### src/rtl/pipeline_fetch.sv
// Instruction-fetch stage: credit-limited in-order word requests, a registered
// FIFO of {pc, insn}, and redirect flush. Define FETCH_TRACE_EN for handoff/redirect trace prints.

module pipeline_fetch_checker #(
    parameter int CW         = 2,
    parameter int FIFO_DEPTH = 2
) (
    input logic          clk,
    input logic          rst_n,
    input logic          push,
    input logic [CW-1:0] count
);

    // A push must always find a free slot; the credit rule is meant to guarantee this.
    a_no_push_when_full: assert property (@(posedge clk) disable iff (!rst_n)
        !(push && (count == CW'(FIFO_DEPTH))));

endmodule

module pipeline_fetch #(
    parameter int                           ADDR_WIDTH = 64,
    parameter int                           DATA_WIDTH = 64,
    parameter logic [ADDR_WIDTH-1:0]        RESET_PC   = {ADDR_WIDTH{1'b0}},
    parameter int                           FIFO_DEPTH = 2,
    parameter logic [DATA_WIDTH/2-1:0]      BUBBLE     = 32'd90
) (
    input  logic                    clk,
    input  logic                    reset,
    input  logic                    redirect_valid,
    input  logic [ADDR_WIDTH-1:0]   redirect_pc,
    output logic                    imem_req_valid,
    output logic [ADDR_WIDTH-1:0]   imem_req_addr,
    input  logic                    imem_req_ready,
    input  logic                    imem_resp_valid,
    input  logic [DATA_WIDTH/2-1:0] imem_resp_data,
    input  logic                    next_stage_ready,
    output logic [DATA_WIDTH/2-1:0] instruction,
    output logic [ADDR_WIDTH-1:0]   instruction_pc
);

    localparam int IW = DATA_WIDTH / 2;
    localparam int PW = $clog2(FIFO_DEPTH);
    localparam int CW = $clog2(FIFO_DEPTH + 1);

    logic [ADDR_WIDTH-1:0] fetch_pc_q, fetch_pc_d;
    logic [CW-1:0]         count_q, count_d;
    logic [CW-1:0]         outst_q, outst_d;
    logic [CW-1:0]         drop_q, drop_d;
    logic [PW-1:0]         rd_ptr_q, rd_ptr_d;
    logic [PW-1:0]         wr_ptr_q, wr_ptr_d;
    logic [IW-1:0]         data_q [FIFO_DEPTH];
    logic [ADDR_WIDTH-1:0] pc_q   [FIFO_DEPTH];

    logic [CW:0]           used_s;
    logic                  credit_s;
    logic                  accept_s;
    logic                  push_s;
    logic                  pop_s;
    logic [CW-1:0]         live_s;
    logic [ADDR_WIDTH-1:0] resp_pc_s;
    logic [ADDR_WIDTH-1:0] redirect_word_s;

    // Request handshake and FIFO push/pop qualifiers.
    always_comb begin
        used_s          = {1'b0, count_q} + {1'b0, outst_q};
        credit_s        = used_s < (CW+1)'(FIFO_DEPTH);
        imem_req_valid  = reset && credit_s && !redirect_valid;
        imem_req_addr   = fetch_pc_q;
        accept_s        = imem_req_valid && imem_req_ready;
        push_s          = imem_resp_valid && (drop_q == {CW{1'b0}}) && !redirect_valid;
        pop_s           = (count_q != {CW{1'b0}}) && next_stage_ready && !redirect_valid;
        // Live (non-dropped) requests are consecutive words ending just below fetch_pc.
        live_s          = outst_q - drop_q;
        resp_pc_s       = fetch_pc_q - (ADDR_WIDTH'(live_s) << 2);
        redirect_word_s = redirect_pc & {{(ADDR_WIDTH-2){1'b1}}, 2'b00};
    end

    // Next-state for PC, counters and pointers; redirect overrides everything.
    always_comb begin
        fetch_pc_d = fetch_pc_q;
        count_d    = count_q;
        rd_ptr_d   = rd_ptr_q;
        wr_ptr_d   = wr_ptr_q;
        drop_d     = drop_q;
        outst_d    = outst_q + CW'(accept_s) - CW'(imem_resp_valid);
        if (redirect_valid) begin
            fetch_pc_d = redirect_word_s;
            count_d    = {CW{1'b0}};
            rd_ptr_d   = {PW{1'b0}};
            wr_ptr_d   = {PW{1'b0}};
            drop_d     = outst_q - CW'(imem_resp_valid);
        end else begin
            if (accept_s) begin
                fetch_pc_d = fetch_pc_q + ADDR_WIDTH'(4);
            end else begin
                fetch_pc_d = fetch_pc_q;
            end
            if (imem_resp_valid && (drop_q != {CW{1'b0}})) begin
                drop_d = drop_q - CW'(1);
            end else begin
                drop_d = drop_q;
            end
            count_d  = count_q + CW'(push_s) - CW'(pop_s);
            wr_ptr_d = wr_ptr_q + PW'(push_s);
            rd_ptr_d = rd_ptr_q + PW'(pop_s);
        end
    end

    // Control state registers.
    always_ff @(posedge clk or negedge reset) begin
        if (!reset) begin
            fetch_pc_q <= RESET_PC;
            count_q    <= {CW{1'b0}};
            outst_q    <= {CW{1'b0}};
            drop_q     <= {CW{1'b0}};
            rd_ptr_q   <= {PW{1'b0}};
            wr_ptr_q   <= {PW{1'b0}};
        end else begin
            fetch_pc_q <= fetch_pc_d;
            count_q    <= count_d;
            outst_q    <= outst_d;
            drop_q     <= drop_d;
            rd_ptr_q   <= rd_ptr_d;
            wr_ptr_q   <= wr_ptr_d;
        end
    end

    // FIFO storage.
    always_ff @(posedge clk or negedge reset) begin
        if (!reset) begin
            for (int i = 0; i < FIFO_DEPTH; i++) begin
                data_q[i] <= {IW{1'b0}};
                pc_q[i]   <= {ADDR_WIDTH{1'b0}};
            end
        end else if (push_s) begin
            data_q[wr_ptr_q] <= imem_resp_data;
            pc_q[wr_ptr_q]   <= resp_pc_s;
        end
    end

    // Head presentation from registered state only.
    always_comb begin
        if (count_q != {CW{1'b0}}) begin
            instruction    = data_q[rd_ptr_q];
            instruction_pc = pc_q[rd_ptr_q];
        end else begin
            instruction    = BUBBLE;
            instruction_pc = {ADDR_WIDTH{1'b0}};
        end
    end

    pipeline_fetch_checker #(
        .CW         (CW),
        .FIFO_DEPTH (FIFO_DEPTH)
    ) u_checker (
        .clk   (clk),
        .rst_n (reset),
        .push  (push_s),
        .count (count_q)
    );

`ifdef FETCH_TRACE_EN
    // Trace of handoffs and redirects.
    always @(posedge clk) begin
        if (reset) begin
            if (redirect_valid) begin
                $display("REDIRECT %h drop=%0d", redirect_word_s, drop_d);
            end else if (pop_s) begin
                $display("FETCH pc=%h insn=%h", instruction_pc, instruction);
            end
        end
    end
`else
    // Trace disabled: no display logic.
`endif

endmodule

### config.mk
export PLATFORM = sky130hd
export DESIGN_NAME = pipeline_fetch
export DESIGN_NICKNAME = d
export VERILOG_FILES = /design/src/rtl/pipeline_fetch.sv
export SDC_FILE = /design/constraint.sdc
export NUM_CORES = 1
export LEC_CHECK = 0
export BUFFER_PORTS_ARGS = -buffer_cell sky130_fd_sc_hd__clkbuf_2
export CORE_MARGIN = 10
export CORE_UTILIZATION = 55
export CTS_BUF_LIST = sky130_fd_sc_hd__clkbuf_8 sky130_fd_sc_hd__clkbuf_16
export CTS_CLUSTER_DIAMETER = 40
export DETAILED_ROUTE_END_ITERATION = 16
export PLACE_DENSITY = 0.79
export SLEW_MARGIN = 40
export SYNTH_ARGS = -nofsm -noshare
export SYNTH_HDL_FRONTEND = slang
export SYNTH_HIERARCHICAL = 1
export SYNTH_SLANG_ARGS = --single-unit
### constraint.sdc
create_clock -name clk -period 3.5 [get_ports clk]
set_input_delay 0.525 -clock clk [delete_from_list [all_inputs] [get_ports clk]]
set_output_delay 0.525 -clock clk [all_outputs]
set_load 0.005 [all_outputs]
==> impl_metrics.json <==
{
  "grt_pass1_wl_um": 65100,
  "yosysSeqAreaShare_pct": 46.6,
  "worst_pin_slew_ns": 0.813,
  "cts_tree": "yes",
  "status": "complete, no violations",
  "drt-pass1-iter-count": 5,
  "slew_headroom_pct": 45.8,
  "dp.cells": 1975,
  "nets": 1800,
  "cts-hold-fix-buffers": 0,
  "layout-drive-gt1-share_pct": 25.7,
  "crit_family": "simple AND/OR/NAND/NOR gates",
  "synth_cells": 1482,
  "worstPathRequired_ns": 3.90,
  "fin_crit_ns": 3.12,
  "post-cts-setup-buffer-count": 0,
  "slew_viol_final": 0,
  "critical_path.startpoint_type": "register",
  "grt_overflow": 0,
  "rr_worst_depth": 9,
  "grt_pass1_vias": 12100,
  "crit_chain": "inv_1 -> fa_1 -> nand4b_1 -> nor2_2 -> inv_1 -> or4b_1 -> or4_1 -> mux2i_1 -> a21o_1",
  "stdcell_count": 2044,
  "finClkSkew_ns": 0.00975,
  "dp_slack_ns": 0.407,
  "fmax_mhz": 320,
  "dp_hpwl_um": 28700,
  "hp-class": "in -> async",
  "fillers": 1971,
  "critPathLaunch": "count_q[1]",
  "power.leakage_nw": 7.29,
  "r2r_slack_ns": 0.38,
  "crit_path_end_kind": "register",
  "slowest_stage": "or4b_1",
  "die_h_um": 179,
  "routedWlPerCell_um": 20.2,
  "finalHoldViolCount": 0,
  "setup_ws_ns": 0.375,
  "ys_warn_count": 6,
  "synth_edf_count": 0,
  "layout_commonest_cell": "dfrtp_1",
  "mappedNetlistArea_um2": 13900,
  "num_rows": 58,
  "rsz0062_at_grt": "false",
  "most-common-layout-cells": "257 x dfrtp_1, 256 x nor2_1, 255 x clkbuf_2, 140 x a21oi_1, 104 x nand2_1",
  "clk-insertion-delay-late_ns": 0.51,
  "areaGrowthSynthToFinish_pct": 20.6,
  "clk_pin_slew_ns": 0.06,
  "crit_arrival_ns": 3.52,
  "totalWireLength_um": 41300,
  "core_area_um2": 25000,
  "die_w_um": 179,
  "gr-usage-all-layers_pct": 25.3,
  "antenna_left": 0,
  "setup-tns-final_ns": 0,
  "crit_path_end": "imem_req_addr[41]",
  "ir_drop_mv": 0.362,
  "drtIter0Drc": 1025,
  "pin_count": 263,
  "final_core_util_pct": 67.0,
  "syn_avg_cell_area_um2": 9.36,
  "powerDensity_nw_per_um2": 755,
  "drc": 0,
  "path_buf_inv": 2,
  "cts_buffers": 37,
  "cts_resized": 0,
  "ys.flop_type": "dfrtp_1",
  "r2r_start": "count_q[1]",
  "critPathMaxFanout": 5,
  "portBuffers": 256,
  "critPathKind": "reg -> reg",
  "htree_num_levels": 2,
  "routed_via_density": 6.03,
  "yosysUniqueCellTypes": 56,
  "drv_cap": 0,
  "num_vias": 12300,
  "path_depth": 9,
  "clock-sinks": 258,
  "async_reset_ff_share_pct": 100,
  "grt_max_degree": 123,
  "whs_ns": 0.105,
  "setup_violations": 0,
  "crit_top_cell": "inv_1",
  "initial_utilization_pct": 55.5,
  "antenna_found_initial": 1,
  "reg2reg_to": "imem_req_addr[41]",
  "period_share_pct": 89.3,
  "cts.path.max_buffers": 3,
  "dieArea_um2": 32000,
  "synth_seq_cells": 258,
  "gp_congestion": 0.921,
  "cts-root-buf": "clkbuf_16",
  "slowest_delay_ns": 0.62
}
[cells by family (layout without fill, tap and decap cells)]
| logic type | after synthesis | in the layout | synth area share, % |
|---|---|---|---|
| AO/OA/AOI/OAI | 249 | 249 | 10.9 |
| XOR/XNOR | 69 | 69 | 4.36 |
| flip-flops | 258 | 258 | 46.6 |
| adder cells (fa/ha/maj) | 14 | 14 | 1.37 |
| AND/OR/NAND/NOR | 571 | 571 | 19.7 |
| multiplexers | 165 | 165 | 12.5 |
| other | 1 | 5 | 0.0270 |
| buffers and inverters | 155 | 383 | 4.54 |
[state kept, by name, indices dropped and copies added, names as in the netlist]
register and cells:
rd_ptr_q 1, count_q 2, drop_q 2, data_q 64
wr_ptr_q 1, outst_q 2, pc_q 124, imem_req_addr 62
[power breakdown]
group	internal, mW	total (mW)	switching [mW]
combinational	1.75	3.79	2.04
clock	2.50	3.91	1.41
sequential	4.09	4.92	0.832
[how the worst min path moves through the flow]
| stage | startpoint | end | slack (ns) | cells past startpoint |
|---|---|---|---|---|
| 6_report | reset | pc_q[54] | 0.11 | 2 |
| 5_1_grt | reset | pc_q[56] | 0.14 | 2 |
| 4_1_cts | reset | pc_q[56] | 0.12 | 2 |
| 3_5_place_dp | data_q[62] | data_q[62] | 0.49 | 1 |
| 3_3_place_gp | data_q[39] | data_q[39] | 0.49 | 1 |
| 2_1_floorplan | reset | count_q[0] | 0.23 | 0 |
[final cells by class]
class                           instances  area (µm²)  share of cell area, %
Inverter                               28         105                  0.629
Timing Repair Buffer                  287        1590                   9.48
Tap cell                              330         413                   2.47
Sequential cell                       258        6460                   38.6
Clock inverter                         22         255                   1.53
Clock buffer                           46        1070                   6.41
Antenna cell                            1        2.50                 0.0150
Multi-Input combinational cell       1072        6830                   40.8
[stage by stage]
stage	instance area, µm²	power [mW]
2_1_floorplan	13900	7.30
3_3_place_gp	15400	8.53
3_5_place_dp	15400	8.74
4_1_cts	16700	12.7
5_1_grt	16700	13.4
6_report	16700	12.6
[routing by layer]
metal | GRT usage, % | vias up | routed length [µm]
li1 | - | 5643 | -
met4 | 9.99 | 0 | 1540
met3 | 6.00 | 113 | 3780
met2 | 39.4 | 597 | 19000
met5 | 0 | - | 0
met1 | 33.5 | 5981 | 17000
[cell usage after synthesis, types with 14 or more instances]
master	count	area share (%)
inv_1	28	0.76
o211ai_1	21	1.1
and3_1	14	0.63
xor2_1	25	1.6
nor2_1	258	7.0
nor3_1	32	1.2
a21oi_1	140	5.1
nand3_1	39	1.4
nand4_1	31	1.4
o311ai_0	28	1.8
nand2_1	104	2.8
clkbuf_1	98	2.7
mux2i_1	101	7.3
nor4_1	24	1.1
o21ai_0	27	0.97
xnor2_1	44	2.8
buf_1	14	0.38
mux2_2	64	5.2
dfrtp_1	258	47
(Power assumes the default switching activity.)
